--- src/rtl/uart_pkg.sv ---
// uart_pkg: shared FSM state type, register offsets and STATUS bit positions
package uart_pkg;
  typedef enum logic [1:0] {IDLE, START, DATA, STOP} tx_state_t;
  localparam logic [31:0] OFF_TXDATA = 32'h0;
  localparam logic [31:0] OFF_STATUS = 32'h4;
  localparam int ST_EMPTY = 0;
  localparam int ST_FULL = 1;
  localparam int ST_BUSY = 2;
  localparam int ST_OVF = 3;
endpackage

--- src/rtl/sync_fifo.sv ---
// sync_fifo: single-clock FIFO with occupancy count; push when full and pop when empty are ignored
module sync_fifo #(
  parameter int WIDTH = 8,
  parameter int DEPTH = 16
) (
  input  logic                     clk,
  input  logic                     rst,
  input  logic                     push,
  input  logic [WIDTH-1:0]         din,
  input  logic                     pop,
  output logic [WIDTH-1:0]         dout,
  output logic                     full,
  output logic                     empty,
  output logic [$clog2(DEPTH):0]   count
);
  localparam int AW = $clog2(DEPTH);
  localparam int CW = AW + 1;
  logic [WIDTH-1:0] mem [DEPTH];
  logic [AW-1:0] wr_ptr, rd_ptr;
  logic do_push, do_pop;
  assign full = count == CW'(DEPTH);
  assign empty = count == '0;
  assign do_push = push && !full;
  assign do_pop = pop && !empty;
  assign dout = mem[rd_ptr];
  always_ff @(posedge clk)
    if (do_push) mem[wr_ptr] <= din;
  always_ff @(posedge clk) begin
    if (rst) begin
      wr_ptr <= '0;
      rd_ptr <= '0;
      count <= '0;
    end else begin
      wr_ptr <= do_push ? wr_ptr + 1'b1 : wr_ptr;
      rd_ptr <= do_pop ? rd_ptr + 1'b1 : rd_ptr;
      count <= count + CW'(do_push) - CW'(do_pop);
    end
  end
endmodule

--- src/rtl/uart_tx_mmio.sv ---
// uart_tx_mmio: memory-mapped 8N1 UART transmitter with byte FIFO and pollable status
module uart_tx_mmio
  import uart_pkg::*;
#(
  parameter logic [31:0] BASE_ADDR = 32'h2000_0000,
  parameter int CLKS_PER_BIT = 868,
  parameter int FIFO_DEPTH = 16
) (
  input  logic        clk,
  input  logic        rst,
  input  logic        mem_read,
  input  logic        mem_write,
  input  logic [31:0] addr,
  input  logic [31:0] wdata,
  output logic [31:0] rdata,
  output logic        tx,
  output logic        busy
);
  localparam int BW = $clog2(CLKS_PER_BIT);
  localparam int CW = $clog2(FIFO_DEPTH) + 1;
  tx_state_t state_q, state_d;
  logic [BW-1:0] baud_q, baud_d;
  logic [2:0] bit_q, bit_d;
  logic [7:0] shift_q, shift_d, fifo_dout;
  logic [CW-1:0] fifo_count;
  logic [31:0] status;
  logic tx_d, pop, fifo_full, fifo_empty, overflow, baud_done;
  logic hit_data, hit_stat, push, ovf_set, ovf_clr, unused;
  assign hit_data = addr == BASE_ADDR + OFF_TXDATA;
  assign hit_stat = addr == BASE_ADDR + OFF_STATUS;
  assign push = mem_write && hit_data;
  assign ovf_set = push && fifo_count == CW'(FIFO_DEPTH);
  assign ovf_clr = mem_write && hit_stat && wdata[3];
  assign busy = state_q != IDLE || !fifo_empty;
  assign baud_done = baud_q == BW'(CLKS_PER_BIT - 1);
  assign unused = ^wdata[31:8];
  always_comb begin
    status = '0;
    status[ST_EMPTY] = fifo_empty;
    status[ST_FULL] = fifo_full;
    status[ST_BUSY] = busy;
    status[ST_OVF] = overflow;
  end
  sync_fifo #(.WIDTH(8), .DEPTH(FIFO_DEPTH)) u_fifo (
    .clk(clk),
    .rst(rst),
    .push(push),
    .din(wdata[7:0]),
    .pop(pop),
    .dout(fifo_dout),
    .full(fifo_full),
    .empty(fifo_empty),
    .count(fifo_count)
  );
  always_ff @(posedge clk) begin
    if (rst) begin
      overflow <= 1'b0;
      rdata <= '0;
    end else begin
      overflow <= ovf_set || (overflow && !ovf_clr);
      rdata <= (mem_read && hit_stat) ? status : (mem_read && hit_data) ? '0 : rdata;
    end
  end
  always_ff @(posedge clk) begin
    if (rst) begin
      state_q <= IDLE;
      baud_q <= '0;
      bit_q <= '0;
      shift_q <= '0;
      tx <= 1'b1;
    end else begin
      state_q <= state_d;
      baud_q <= baud_d;
      bit_q <= bit_d;
      shift_q <= shift_d;
      tx <= tx_d;
    end
  end
  always_comb begin
    state_d = state_q;
    baud_d = baud_done ? '0 : baud_q + 1'b1;
    bit_d = bit_q;
    shift_d = shift_q;
    tx_d = tx;
    pop = 1'b0;
    case (state_q)
      IDLE: begin
        baud_d = '0;
        if (!fifo_empty) begin
          pop = 1'b1;
          shift_d = fifo_dout;
          tx_d = 1'b0;
          state_d = START;
        end
      end
      START: if (baud_done) begin
        tx_d = shift_q[0];
        bit_d = '0;
        state_d = DATA;
      end
      DATA: if (baud_done) begin
        if (bit_q == 3'd7) begin
          tx_d = 1'b1;
          state_d = STOP;
        end else begin
          shift_d = shift_q >> 1;
          tx_d = shift_q[1];
          bit_d = bit_q + 1'b1;
        end
      end
      default: if (baud_done) begin
        if (!fifo_empty) begin
          pop = 1'b1;
          shift_d = fifo_dout;
          tx_d = 1'b0;
          state_d = START;
        end else state_d = IDLE;
      end
    endcase
  end
endmodule

--- config.mk ---
export PLATFORM = sky130hd
export DESIGN_NAME = uart_tx_mmio
export DESIGN_NICKNAME = d
export VERILOG_FILES = /design/src/rtl/uart_pkg.sv /design/src/rtl/sync_fifo.sv /design/src/rtl/uart_tx_mmio.sv
export SDC_FILE = /design/constraint.sdc
export NUM_CORES = 1
export LEC_CHECK = 0
export CAP_MARGIN = 20
export CORE_UTILIZATION = 55
export CTS_CLUSTER_SIZE = 14
export DETAILED_ROUTE_END_ITERATION = 10
export GPL_ROUTABILITY_DRIVEN = 1
export PLACE_DENSITY = 0.87
export SLEW_MARGIN = 0
export SYNTH_ARGS = -nofsm -noshare
export SYNTH_HDL_FRONTEND = slang
export SYNTH_SLANG_ARGS = --single-unit
--- constraint.sdc ---
create_clock -name clk -period 3.2 [get_ports clk]
set_clock_uncertainty 0.2 [all_clocks]
set_input_delay 0.48 -clock clk [delete_from_list [all_inputs] [get_ports clk]]
set_output_delay 0.48 -clock clk [all_outputs]
set_load 0.03 [all_outputs]
Word-level counts from Yosys, hierarchy flattened:

Memory sizes are Yosys's and may differ from the RTL's. A register that Yosys moved wholly into a read port is not among the register bits.
Cells that the tools add are included.

* add/sub/neg operators: 6
* equal/unequal tests: 12
* multiplexer cells: 31
* bitwise gates (word level): 1
* reductions and logical operators: 26

Operators by type and width (count)
* $eq A32 B30 Y1 const B: 2
* $mux W8: 4
* $pmux W8 S3: 1
* $mux W4: 4
* $add A10 B1 Y10 const B: 1
* $eq A10 B10 Y1 const B: 1
* $mux W1: 10
* $mux W2: 5
* $ne A2 B2 Y1 const B: 5
* $logic_and A1 B1 Y1: 9
* $mux W3: 3
* $add A4 B1 Y4 const B: 2
* $reduce_and A4 Y1: 2
* $reduce_bool A2 Y1: 4
* $pmux W2 S3: 1
* $pmux W3 S2: 1
* $add A5 B1 Y5: 1
* $eq A5 B5 Y1 const B: 1
* $logic_not A5 Y1: 1
* $reduce_and A5 Y1: 1
* $sub A5 B1 Y5: 1
* $add A3 B1 Y3 const B: 1
* $eq A3 B3 Y1 const B: 1
* $logic_not A1 Y1: 3
* 10 further kinds: 11

* flip-flop bits (word level): 42
* bits in writable memories: 128
* word-level logic and storage cells: 87
* memories: 1

Memory list
* u_fifo.mem: words 16, bits a word 8, read ports 1, clocked after memory_dff 1, wr ports 1, line sync_fifo.sv:18 `logic [WIDTH-1:0] mem [DEPTH];`

Logic depth before layout (Yosys ltp):

* word-level depth: 7
* mapped depth: 14
* gate-level depth less buffers: 14

Hierarchy:

From an unflattened synthesis, not the netlist that was laid out.

* cells, all modules: 528
* area total of the unflattened synthesis: 7728.7 sq um

Modules (own cells, without submodules)
* sync_fifo: times used 1, cells an instance 306, area each 5799.3 sq um, sequential area each 4184.0 sq um
* uart_tx_mmio: times used 1, cells an instance 222, area each 1929.4 sq um, sequential area each 580.6 sq um

Worst setup path after synthesis:

Ideal clock, no wire load.

* kind: register to register
* from: reg state_q[0]
* to: reg u_fifo.count[4]
* library setup time: 0.128 ns
* arrival: 2.520 ns
* required time: 2.872 ns
* setup slack: 0.352 ns
* cell stages (with the launch flop): 15
* path buffers: 0
* clock period less this slack: 2.848 ns
* cells stage by stage: dfxtp_1 -> inv_1 -> ha_1 -> nor2b_1 -> a41oi_1 -> nor2_1 -> ha_1 -> inv_1 -> ha_1 -> fa_1 -> a21oi_1 -> nor2_1 -> nor2_1 -> xnor2_1 -> nor2_1

* cells in the longest elaborated chain, start to end: 5
* elaborated cells between the ends (all ways): 7

Ends and longest elaborated chain
* start, declared: line uart_tx_mmio.sv:21 `tx_state_t state_q, state_d;`
* start signal, assigned: line uart_tx_mmio.sv:72 `state_q <= state_d;`
* $eq A2 B2 Y1 or $eq A2 B1 Y1 (tied branches): line uart_tx_mmio.sv:86 `case (state_q)`
* $reduce_or A2 Y1 (no source line)
* $pmux W1 S2 (*): line uart_tx_mmio.sv:86
* $logic_and A1 B1 Y1 (*): line sync_fifo.sv:24 `assign do_pop = pop && !empty;`
* named net u_fifo.do_pop: line sync_fifo.sv:20 `logic do_push, do_pop;`
* $sub A5 B1 Y5 (*): line sync_fifo.sv:36 `count <= count + CW'(do_push) - CW'(do_pop);`
* end signal, assigned: line sync_fifo.sv:36
* end, declared: line sync_fifo.sv:14 `output logic [$clog2(DEPTH):0] count`

Mark *: on every way through the listed nets, which the timed path passes. The rest lies on a longest branch.
A chain may end at the register's enable or synchronous reset.

Worst setup path after layout:

* from: reg baud_q[0]
* to: reg u_fifo.count[4]

* cells in the longest elaborated chain, start to end: 5

Ends and longest elaborated chain
* start, declared: line uart_tx_mmio.sv:22 `logic [BW-1:0] baud_q, baud_d;`
* start signal, assigned: line uart_tx_mmio.sv:73 `baud_q <= baud_d;`
* $eq A10 B10 Y1: line uart_tx_mmio.sv:35 `assign baud_done = baud_q == BW'(CLKS_PER_BIT - 1);`
* $mux W1: line uart_tx_mmio.sv:111 `default: if (baud_done) begin`
* $pmux W1 S2: line uart_tx_mmio.sv:86
* $logic_and A1 B1 Y1: line sync_fifo.sv:24
* named net u_fifo.do_pop: line sync_fifo.sv:20
* $sub A5 B1 Y5: line sync_fifo.sv:36

The timed path passes the listed nets, and every way through them passes these cells.

==> summary.txt <==
run status: finished, final reports clean
clk_lat worst skew: 0.43 ns
CTS tree: yes
CTS buffer count: 17
share of layout cells above drive strength 1: 16.0%
Total GRT Usage: 23.5%
hold crit path type: flop to flop
worst path cell trace: ha_1 > nor3b_2 > a41oi_1 > nor2_1 > ha_1 > inv_1 > ha_1 > fa_1 > a21oi_1 > nor2_1 > nor2_1 > xnor2_1 > nor2_1
RR Startpoint: baud_q[0]$_SDFF_PP0_
number of top-level pins: 102
Power Density: 731 nW/um^2
Commonest cells post-synth: edfxtp_1, nor2_1, dfxtp_1, buf_4, mux4_2
drt wl/cell: 20.0 um
cell area after layout: 8800 sq um
total routed wirelength: 15500 um
Residual DRC: 0
reg2reg path depth: 13
Max Cap Violations: 0
CTS resizes: 0
# diodes: 0
Worst path most repeated cell: nor2_1
top cell type's share of synthesized area: 51.5%
setup total negative slack: 0 ns
Power Total: 6.44 mW
Register Area: 4770 sq um
leakage: 3.03 nW
Logic pwr share: 26.7%
Post-synth EDFFs: 128
synth warn: 0
Internal: 4.54 mW
ANT nets after route: 0
die height: 119 um
largest net degree at the start of global routing: 23
Critical Path Sink Type: flop
sequential fraction of design power: 41.5%
Crit Path Max Fanout: 5
die area: 14100 sq um
met3 wire len: 899 um
Synth Flop Type: edfxtp_1
highest routed metal layer: met4
crit-path max cell delay: 0.42 ns
Reg clk slew, reported paths: 0.06 ns
Mapped Cells: 513
Reg2Reg Capture Point: u_fifo.count[4]$_SDFF_PP0_
filler instances: 895
vias in the first global route: 4643
drt via density: 5.78
post-synth top area cell: edfxtp_1
initial antenna violation count: 0
Congestion Overflow GR: 0
final setup vio count: 0
port bufs: 49
Psw: 1.89 mW
met1 WL: 5930 um
Hold Path Cell Cnt: 1
Final Net Count: 675
CP Class: flop to flop
htree depth: 4
area grow syn2layout: 17.8%
final hold violations: 0
CTS Hold Bufs: 0
Tcrit/Tclk final: 94.1%
Sw Ratio: 29.4%
Final Max Slew Viols: 0
Req. time, crit path: 3.29 ns
startpoint type of the worst setup path: flop
Die Wd: 119 um
Worst EP arrival: 3.10 ns
Worst-Margin Slew: 0.672 ns
#FFs+latches synth: 174
R2R setup slack: 0.19 ns
worst min-delay path startpoint: baud_q[0]$_SDFF_PP0_
CP max-delay cell: fa_1
clk root buf: clkbuf_16
Max Freq: 332 MHz
FP Rows: 42
Seq/Total Area, Yosys: 63.8%
area occupied by multi-input gates: 2430 sq um
Core ar.: 13200 sq um
iteration-0 DRC count of the detailed router: 372
Sink Count: 174
routed length on met2: 8380 um
VDD IR-drop max: 0.772 mV
Worst Path Buf+Inv: 1
setup bufs post-CTS: 0
Clock Path Buffers: 2
Detailed Place HPWL: 10400 um
distinct cell type count after synthesis: 48
Async SR Flop Fraction: 0%
most common cell in the netlist: edfxtp_1
DRT Pass-1 Iters: 5
vias: 4482
Syn Area/Cell: 14.6 sq um
Final Critical Period: 3.01 ns
power share of the clock group: 31.9%
CP delay by family, top: adder cells
Placed Area: 8210 sq um
Initial Utilization: 56.4%
RSZ-0062 raised after global routing: false
hold path endpoint: baud_q[0]$_SDFF_PP0_
routability cong.: 0.827
first-pass GRT wire length: 24300 um
Rel. slew slack: 55.0%
largest cells by area after synthesis: edfxtp_1, dfxtp_1, mux4_2
Post-Syn Area: 7470 sq um
## kinds of logic (layout without fill, tap and decap cells)
logic type,Yosys count,after routing,synth area share (%)
AOI/OAI and AO/OA,56,56,5.26
xor gates and xnor gates,17,17,1.99
adders and majority gates,19,19,3.28
buffers and inverters,65,125,4.99
DFF,174,174,63.8
muxes,40,40,10.6
other,1,28,0.0502
and+or+nand+nor,141,141,10.1
## cell type report
class	count	area share [%]
flip-flops and latches	174	54.2
multi-input cells	301	27.7
repair buffers	78	8.33
clock buffers	17	4.83
well taps	176	2.50
clock inverters	14	1.85
inverters	16	0.682
## metal layers
layer	global-route usage, %	vias up
li1	-	2048
met1	27.2	2217
met2	42.5	184
met3	5.26	33
met4	8.94	0
met5	0	-
## how the worst max path moves through the flow
stage,from,endpoint,slack [ns],cells after the start
after global placement,addr[1],u_fifo.count[4]$_SDFF_PP0_,0.16,11
after detailed placement,addr[5],u_fifo.mem[0][1]$_DFFE_PP_,0.08,8
after floorplan,state_q[0]$_SDFFE_PP0P_,u_fifo.count[4]$_SDFF_PP0_,0.35,14
final,baud_q[0]$_SDFF_PP0_,u_fifo.count[4]$_SDFF_PP0_,0.19,13
after global routing,baud_q[0]$_SDFF_PP0_,u_fifo.count[4]$_SDFF_PP0_,0.0004,13
after CTS,baud_q[0]$_SDFF_PP0_,u_fifo.count[4]$_SDFF_PP0_,0.18,13
## state kept, by name, summed over array words and instances, names as in the netlist, named ones only
name / flops
u_fifo.mem: 128
baud_q: 10
shift_q: 8
u_fifo.count: 5
rdata: 4
u_fifo.rd_ptr: 4
u_fifo.wr_ptr: 4
bit_q: 3
state_q: 2
overflow: 1
tx: 1
## power groups by stage
stage | logic (mW) | registers, mW | clock network [mW]
2_1_floorplan | 1.34 | 2.65 | 0
3_3_place_gp | 1.62 | 2.70 | 0
3_5_place_dp | 1.71 | 2.71 | 0
4_1_cts | 1.73 | 2.67 | 2.07
5_1_grt | 1.89 | 2.69 | 2.15
6_report | 1.72 | 2.67 | 2.05
## metrics by stage
stage / hold slack, ns / util [%] / setup WS [ns] / std cells
CTS: 0.268 / 66.5 / 0.182 / 776
global placement: 0.243 / 62.0 / 0.157 / 745
floorplan: 0.230 / - / 0.352 / 540
detailed placement: 0.253 / 62.0 / 0.0784 / 745
global route: 0.308 / 66.5 / 0.000361 / 776
finish: 0.268 / 66.5 / 0.189 / 776
## layout by cell type, fill, tap and decap left out, drive strengths merged, types with 18 or more instances in the layout
cell           netlist  final
buf                 39     29
inv                 16     20
mux4                31     31
clkdlybuf4s50        0     49
conb                 1     28
dfxtp               46     46
ha                  18     18
nor2                47     47
edfxtp             128    128
(Power assumes the default switching activity.)
